**src/rtl/clk_div_multi.sv**
```systemverilog
`default_nettype none
// ============================================================================
// Module      : clk_div_multi
// Description : Multi-channel runtime-programmable clock divider and tick
//               strobe generator. Each channel divides clk by its active
//               divisor D (>= 2) and produces a registered divided clock
//               (floor(D/2) cycles high, ceil(D/2) low) plus a one-cycle
//               tick coincident with each rising edge of that clock.
//               Divisor writes land in a per-channel shadow register and are
//               applied at the next period boundary (wrap, enable start or
//               sync), so the output never glitches.
// Ports       : clk        system clock
//               i_rst      synchronous active-high reset
//               i_en       per-channel enable
//               i_sync     one-cycle pulse, restarts enabled channels in phase
//               i_wr       divisor write strobe
//               i_wr_ch    target channel of the write
//               i_wr_div   divisor value written (clamped to >= 2)
//               o_clk      divided clock per channel
//               o_tick     one-cycle strobe per channel
//               o_pending  shadow divisor written but not yet active
// Revision    : 1.0 - initial multi-channel release
// ============================================================================
module clk_div_multi #(
  parameter  int NCH     = 4,
  parameter  int DIV_W   = 16,
  parameter  int DEF_DIV = 1042,
  localparam int CH_W    = (NCH > 1) ? $clog2(NCH) : 1
) (
  input  logic             clk,
  input  logic             i_rst,
  input  logic [NCH-1:0]   i_en,
  input  logic             i_sync,
  input  logic             i_wr,
  input  logic [CH_W-1:0]  i_wr_ch,
  input  logic [DIV_W-1:0] i_wr_div,
  output logic [NCH-1:0]   o_clk,
  output logic [NCH-1:0]   o_tick,
  output logic [NCH-1:0]   o_pending
);

  localparam logic [DIV_W-1:0] c_min_div = DIV_W'(2);
  localparam logic [DIV_W-1:0] c_def_div = (DEF_DIV < 2) ? c_min_div : DIV_W'(DEF_DIV);
  localparam logic [CH_W:0]    c_nch     = (CH_W + 1)'(NCH);

  logic             w_wr_ok;
  logic [DIV_W-1:0] w_wr_div_c;

  // The write channel field may encode values beyond NCH-1; those are dropped.
  assign w_wr_ok    = i_wr && ({1'b0, i_wr_ch} < c_nch);
  assign w_wr_div_c = (i_wr_div < c_min_div) ? c_min_div : i_wr_div;

  for (genvar c = 0; c < NCH; c++) begin : g_ch
    logic [DIV_W-1:0] r_act;
    logic [DIV_W-1:0] r_shd;
    logic [DIV_W-1:0] r_cnt;
    logic             r_clk;
    logic             r_tick;
    logic             r_pend;
    logic             r_en_q;
    logic             w_sel;
    logic             w_start;
    logic             w_wrap;
    logic             w_bound;

    assign w_sel   = w_wr_ok && (i_wr_ch == CH_W'(c));
    assign w_start = i_en[c] && !r_en_q;
    // D >= 2 always, so D-1 never underflows; cnt never exceeds D-1 because
    // the active divisor only changes when cnt is (re)set to zero.
    assign w_wrap  = (r_cnt == (r_act - DIV_W'(1)));
    assign w_bound = w_start || i_sync || w_wrap;

    always_ff @(posedge clk) begin
      if (i_rst) begin
        r_act  <= c_def_div;
        r_shd  <= c_def_div;
        r_cnt  <= '0;
        r_clk  <= 1'b0;
        r_tick <= 1'b0;
        r_pend <= 1'b0;
        r_en_q <= 1'b0;
      end else begin
        r_en_q <= i_en[c];

        if (!i_en[c]) begin
          r_cnt  <= '0;
          r_clk  <= 1'b0;
          r_tick <= 1'b0;
        end else if (w_bound) begin
          r_cnt  <= '0;
          r_clk  <= 1'b1;
          r_tick <= 1'b1;
          if (r_pend) begin
            r_act  <= r_shd;
            r_pend <= 1'b0;
          end
        end else begin
          r_cnt  <= r_cnt + DIV_W'(1);
          r_tick <= 1'b0;
          r_clk  <= ((r_cnt + DIV_W'(1)) < (r_act >> 1));
        end

        // Placed after the boundary logic so a coincident write wins the
        // pending flag while the boundary consumes the previous shadow value.
        if (w_sel) begin
          r_shd <= w_wr_div_c;
          if (i_en[c]) begin
            r_pend <= 1'b1;
          end else begin
            r_act  <= w_wr_div_c;
            r_pend <= 1'b0;
          end
        end
      end
    end

    assign o_clk[c]     = r_clk;
    assign o_tick[c]    = r_tick;
    assign o_pending[c] = r_pend;
  end

endmodule
`default_nettype wire

```
**config.mk**
```make
export PLATFORM = sky130hd
export DESIGN_NAME = clk_div_multi
export DESIGN_NICKNAME = d
export VERILOG_FILES = /design/src/rtl/clk_div_multi.sv
export SDC_FILE = /design/constraint.sdc
export NUM_CORES = 1
export LEC_CHECK = 0
export CORE_AREA = 4 4 161 163
export CTS_CLUSTER_SIZE = 24
export DETAILED_ROUTE_END_ITERATION = 7
export DIE_AREA = 0 0 165 167
export GPL_TIMING_DRIVEN = 0
export HOLD_SLACK_MARGIN = 0.03
export PLACE_DENSITY = 0.76
export SLEW_MARGIN = 25
export SYNTH_ARGS = -nofsm -noshare
export SYNTH_HDL_FRONTEND = slang
export SYNTH_SLANG_ARGS = --single-unit
export TNS_END_PERCENT = 50
```
**constraint.sdc**
```tcl
create_clock -name clk -period 4.3 [get_ports clk]
set_input_delay 0.43 -clock clk [delete_from_list [all_inputs] [get_ports clk]]
set_output_delay 0.43 -clock clk [all_outputs]
set_load 0.05 [all_outputs]
```
==> out/qor_table.md, run 1 <==
| Metric | This run |
| --- | --- |
| Number of clock sinks seen by CTS | 208 |
| Root buf cell | clkbuf_16 |
| Net Count, Synth | 1,575 |
| Commonest cells after routing, fill and taps aside | 208 x dfxtp_1, 168 x nand2_1, 112 x nor2_1 |
| CP bufs+invs | 3 |
| Count of warnings emitted by yosys | 0 |
| Min-Delay Path Class | primary input to flip-flop |
| Pin count of the biggest net entering global routing | 14 |
| Layout overhead on the synthesized area | 12.0% |
| Skew-Pair Late Insertion Delay | 0.52 ns |
| Share of the clock period used by the worst path after layout | 0.909 |
| Result of the run | finished clean |
| Wirelength per Cell | 17.6 um |
| Cell variety after synth | 75 |
| Total GRT Usage | 0.231 |
| Congestion Overflow GR | 0 |
| Nets@finish | 1,622 |
| Number of global-route vias before repair | 10,400 |
| Routed Wire Length | 32.8 mm |
| Die extent in x | 165 um |
| Synth async-reset ratio | 0 |
| Placement row count | 57 |
| Ratio of total power to cell area | 339 mW/mm^2 |
| Leakage power | 5.25 nW |
| Layout cells sized above 1 | 0.0498 |
| Clock transition at path regs | 0.06 ns |
| Final number of setup-violating endpoints | 0 |
| Post-synthesis instance area | 0.0120 mm^2 |
| Relative slew margins | 0.412 |
| Crit Path Category | flip-flop to flip-flop |
| Core outline area | 0.0243 mm^2 |
| Kind of capture point of the worst setup path | flip-flop |
| CTS H-tree depth | 1 |
| Clock tree from TritonCTS | yes |
| Cell class contributing the biggest share of worst-path delay | compound AO/OA/AOI/OAI gates |
| Vias/cell | 5.92 |
| Slew Limit Fails | 0 |
| Worst reg-to-reg setup slack | 0.39 ns |
| Commonest non-fill, non-tap cell in the layout | dfxtp_1 |
| Routed via count | 11,100 |
| First-pass GRT wire length | 53.0 mm |
| Flip-flop and latch count after synthesis | 208 |
| Largest stage delay, worst path | 0.63 ns |
| Sequential fraction of the synthesis area | 0.347 |
| IO Pins | 38 |
| Yosys top cell by area | dfxtp_1 |
| Highest clock frequency the design can meet | 256 MHz |
| Detail Placement HPWL | 24.0 mm |
| Critical path data required time | 4.71 ns |
| Endpoints failing hold | 0 |
| Final weighted congestion in routability-driven placement | 0.892 |
| Die Area | 0.0276 mm^2 |
| Antenna violations before repair | 1 |
| Slew at the pin closest to its max-slew limit | 0.875 ns |
| Number of iterations in the first detailed-routing pass | 6 |
| Skew final | 0.00999 ns |
| Post-route ant nets | 0 |
| Port-buffer cells | 22 |
| Cell-by-cell listing of the critical path | inv_1 -> ha_1 -> clkbuf_1 -> nor4b_4 -> a31oi_1 -> a32o_1 -> a21o_1 -> a221oi_1 -> a31oi_1 -> clkbuf_1 -> a311oi_1 |
| Mean area per synthesized cell | 8.09 um^2 |
| Clock Path Buffers | 3 |
| Unrepaired setup endpoints after global routing | no |
| IR Drop Worst-Case VDD | 0.315 mV |
| Initial core utilization | 0.494 |
| Most frequently used flop master after synthesis | dfxtp_1 |
| Number of flops mapped to enable cells by yosys | 0 |
| Aggregate negative setup slack | 0 ns |
| Number of standard cells after synthesis | 1,485 |
| Arr. time, crit path | 4.32 ns |
| Post-route worst hold slack | 0.308 ns |
| Crit path time final | 3.91 ns |
| Max FO, Critical Path | 10 |
| DRC Markers | 0 |
| Total of max-cap violations | 0 |
| Top-area cell type share of the netlist area | 0.347 |
| 1st-iter DRT viols | 1,005 |
| Critical path launch point type | flip-flop |
| Clock buffers created by TritonCTS | 23 |
| Inserted Diodes | 0 |
| Slowest stage cell on the critical path | a221oi_1 |
| Height of the die | 167 um |
| Leading post-synthesis cells by cell area | dfxtp_1 35%, ha_1 6.7%, xnor2_1 6.0%, nand2_1 5.2%, nor2_1 3.5% |
## where the power goes
part | internal (mW) | leakage [nW] | switching, mW
registers | 1.98 | 1.69 | 0.0526
clock network | 1.28 | 0.384 | 0.811
logic | 0.154 | 3.17 | 0.285
total | 3.41 | 5.25 | 1.15
## timing repair
item	in CTS	in global routing
resized for setup	0	2
hold buffers	0	0
endpoints found under the hold margin	0	0
buffers inserted	0	0
endpoints found under the setup margin	0	23
## state kept, by name, indices dropped and copies added, names as in the netlist
signal,flops
g_ch.r_pend,4
g_ch.r_en_q,4
g_ch.r_shd,64
g_ch.r_tick,4
g_ch.r_cnt,64
g_ch.r_act,64
g_ch.r_clk,4
## stage by stage
| stage | utilization | cells | setup slack [ns] | total power [mW] | instance area, um^2 |
|---|---|---|---|---|---|
| global placement | 0.520 | 1831 | 0.273 | 2.49 | 12600 |
| detailed placement | 0.520 | 1831 | 0.197 | 2.50 | 12600 |
| finish | 0.553 | 1870 | 0.392 | 4.56 | 13500 |
| floorplan | - | 1485 | 1.19 | 2.36 | 12000 |
| CTS | 0.552 | 1870 | 0.138 | 4.58 | 13400 |
| global route | 0.553 | 1870 | 0.158 | 4.70 | 13500 |
## cell usage after synthesis (3+ instances only)
cell type / number
o41ai_1: 3
o31ai_1: 3
nand2_1: 168
a311oi_1: 28
nor2b_1: 47
a31oi_1: 12
nand4_1: 31
a41oi_1: 5
o211ai_1: 18
and4_1: 8
a31o_2: 4
or2_2: 8
ha_1: 64
xor2_1: 47
a21oi_1: 75
nor3_1: 38
a211oi_1: 39
o21ai_0: 54
a21boi_0: 9
a221oi_1: 6
clkbuf_1: 82
inv_1: 81
nand3_1: 56
buf_4: 12
and2_1: 7
nor4_1: 25
nand2b_1: 8
or4_1: 4
dfxtp_1: 208
o21a_1: 15
a21o_1: 8
mux2i_1: 29
and3_1: 27
or3_1: 10
xnor2_1: 83
nor2_1: 112
## layout make-up
cell class	instances	area, um^2
Fill cell	2228	10900
Multi-Input combinational cell	1096	7130
Sequential cell	208	4160
Clock buffer	33	683
Buffer	99	443
Tap cell	324	405
Inverter	82	308
Timing Repair Buffer	22	220
Clock inverter	6	110
## metal layers
layer	vias up	wire (um)	global-route usage
met5	-	12	0
met4	2	759	0.0564
met3	60	2180	0.0294
met2	394	15300	0.381
met1	5290	14600	0.322
li1	5329	-	-
## worst paths after layout
check,start,to,cells past startpoint
setup / recovery,g_ch[2].r_act[0],g_ch[2].r_act[15],11
hold / removal,i_en[2],g_ch[2].r_pend,2
setup reg to reg,g_ch[2].r_act[0],g_ch[2].r_act[15],11
hold reg to reg,g_ch[0].r_shd[5],g_ch[0].r_shd[5],2
## logic make-up (layout without fill, tap and decap cells)
kind of cell / count (synthesis) / count (layout) / synth area share
AO/OA/AOI/OAI: 306 / 306 / 0.171
flip-flops: 208 / 208 / 0.347
AND/OR/NAND/NOR: 566 / 566 / 0.233
adder cells (fa/ha/maj): 65 / 65 / 0.0675
multiplexers: 29 / 29 / 0.0242
XOR/XNOR: 130 / 130 / 0.0948
buffers and inverters: 181 / 242 / 0.0625
Note: power is estimated with default switching activity, not from simulation.
==> run 2: changes to the inputs <==
TNS_END_PERCENT = not set   (was 50)
==> results of run 2 <==
The final DEF is identical to that of run 1; final timing and power are the same.
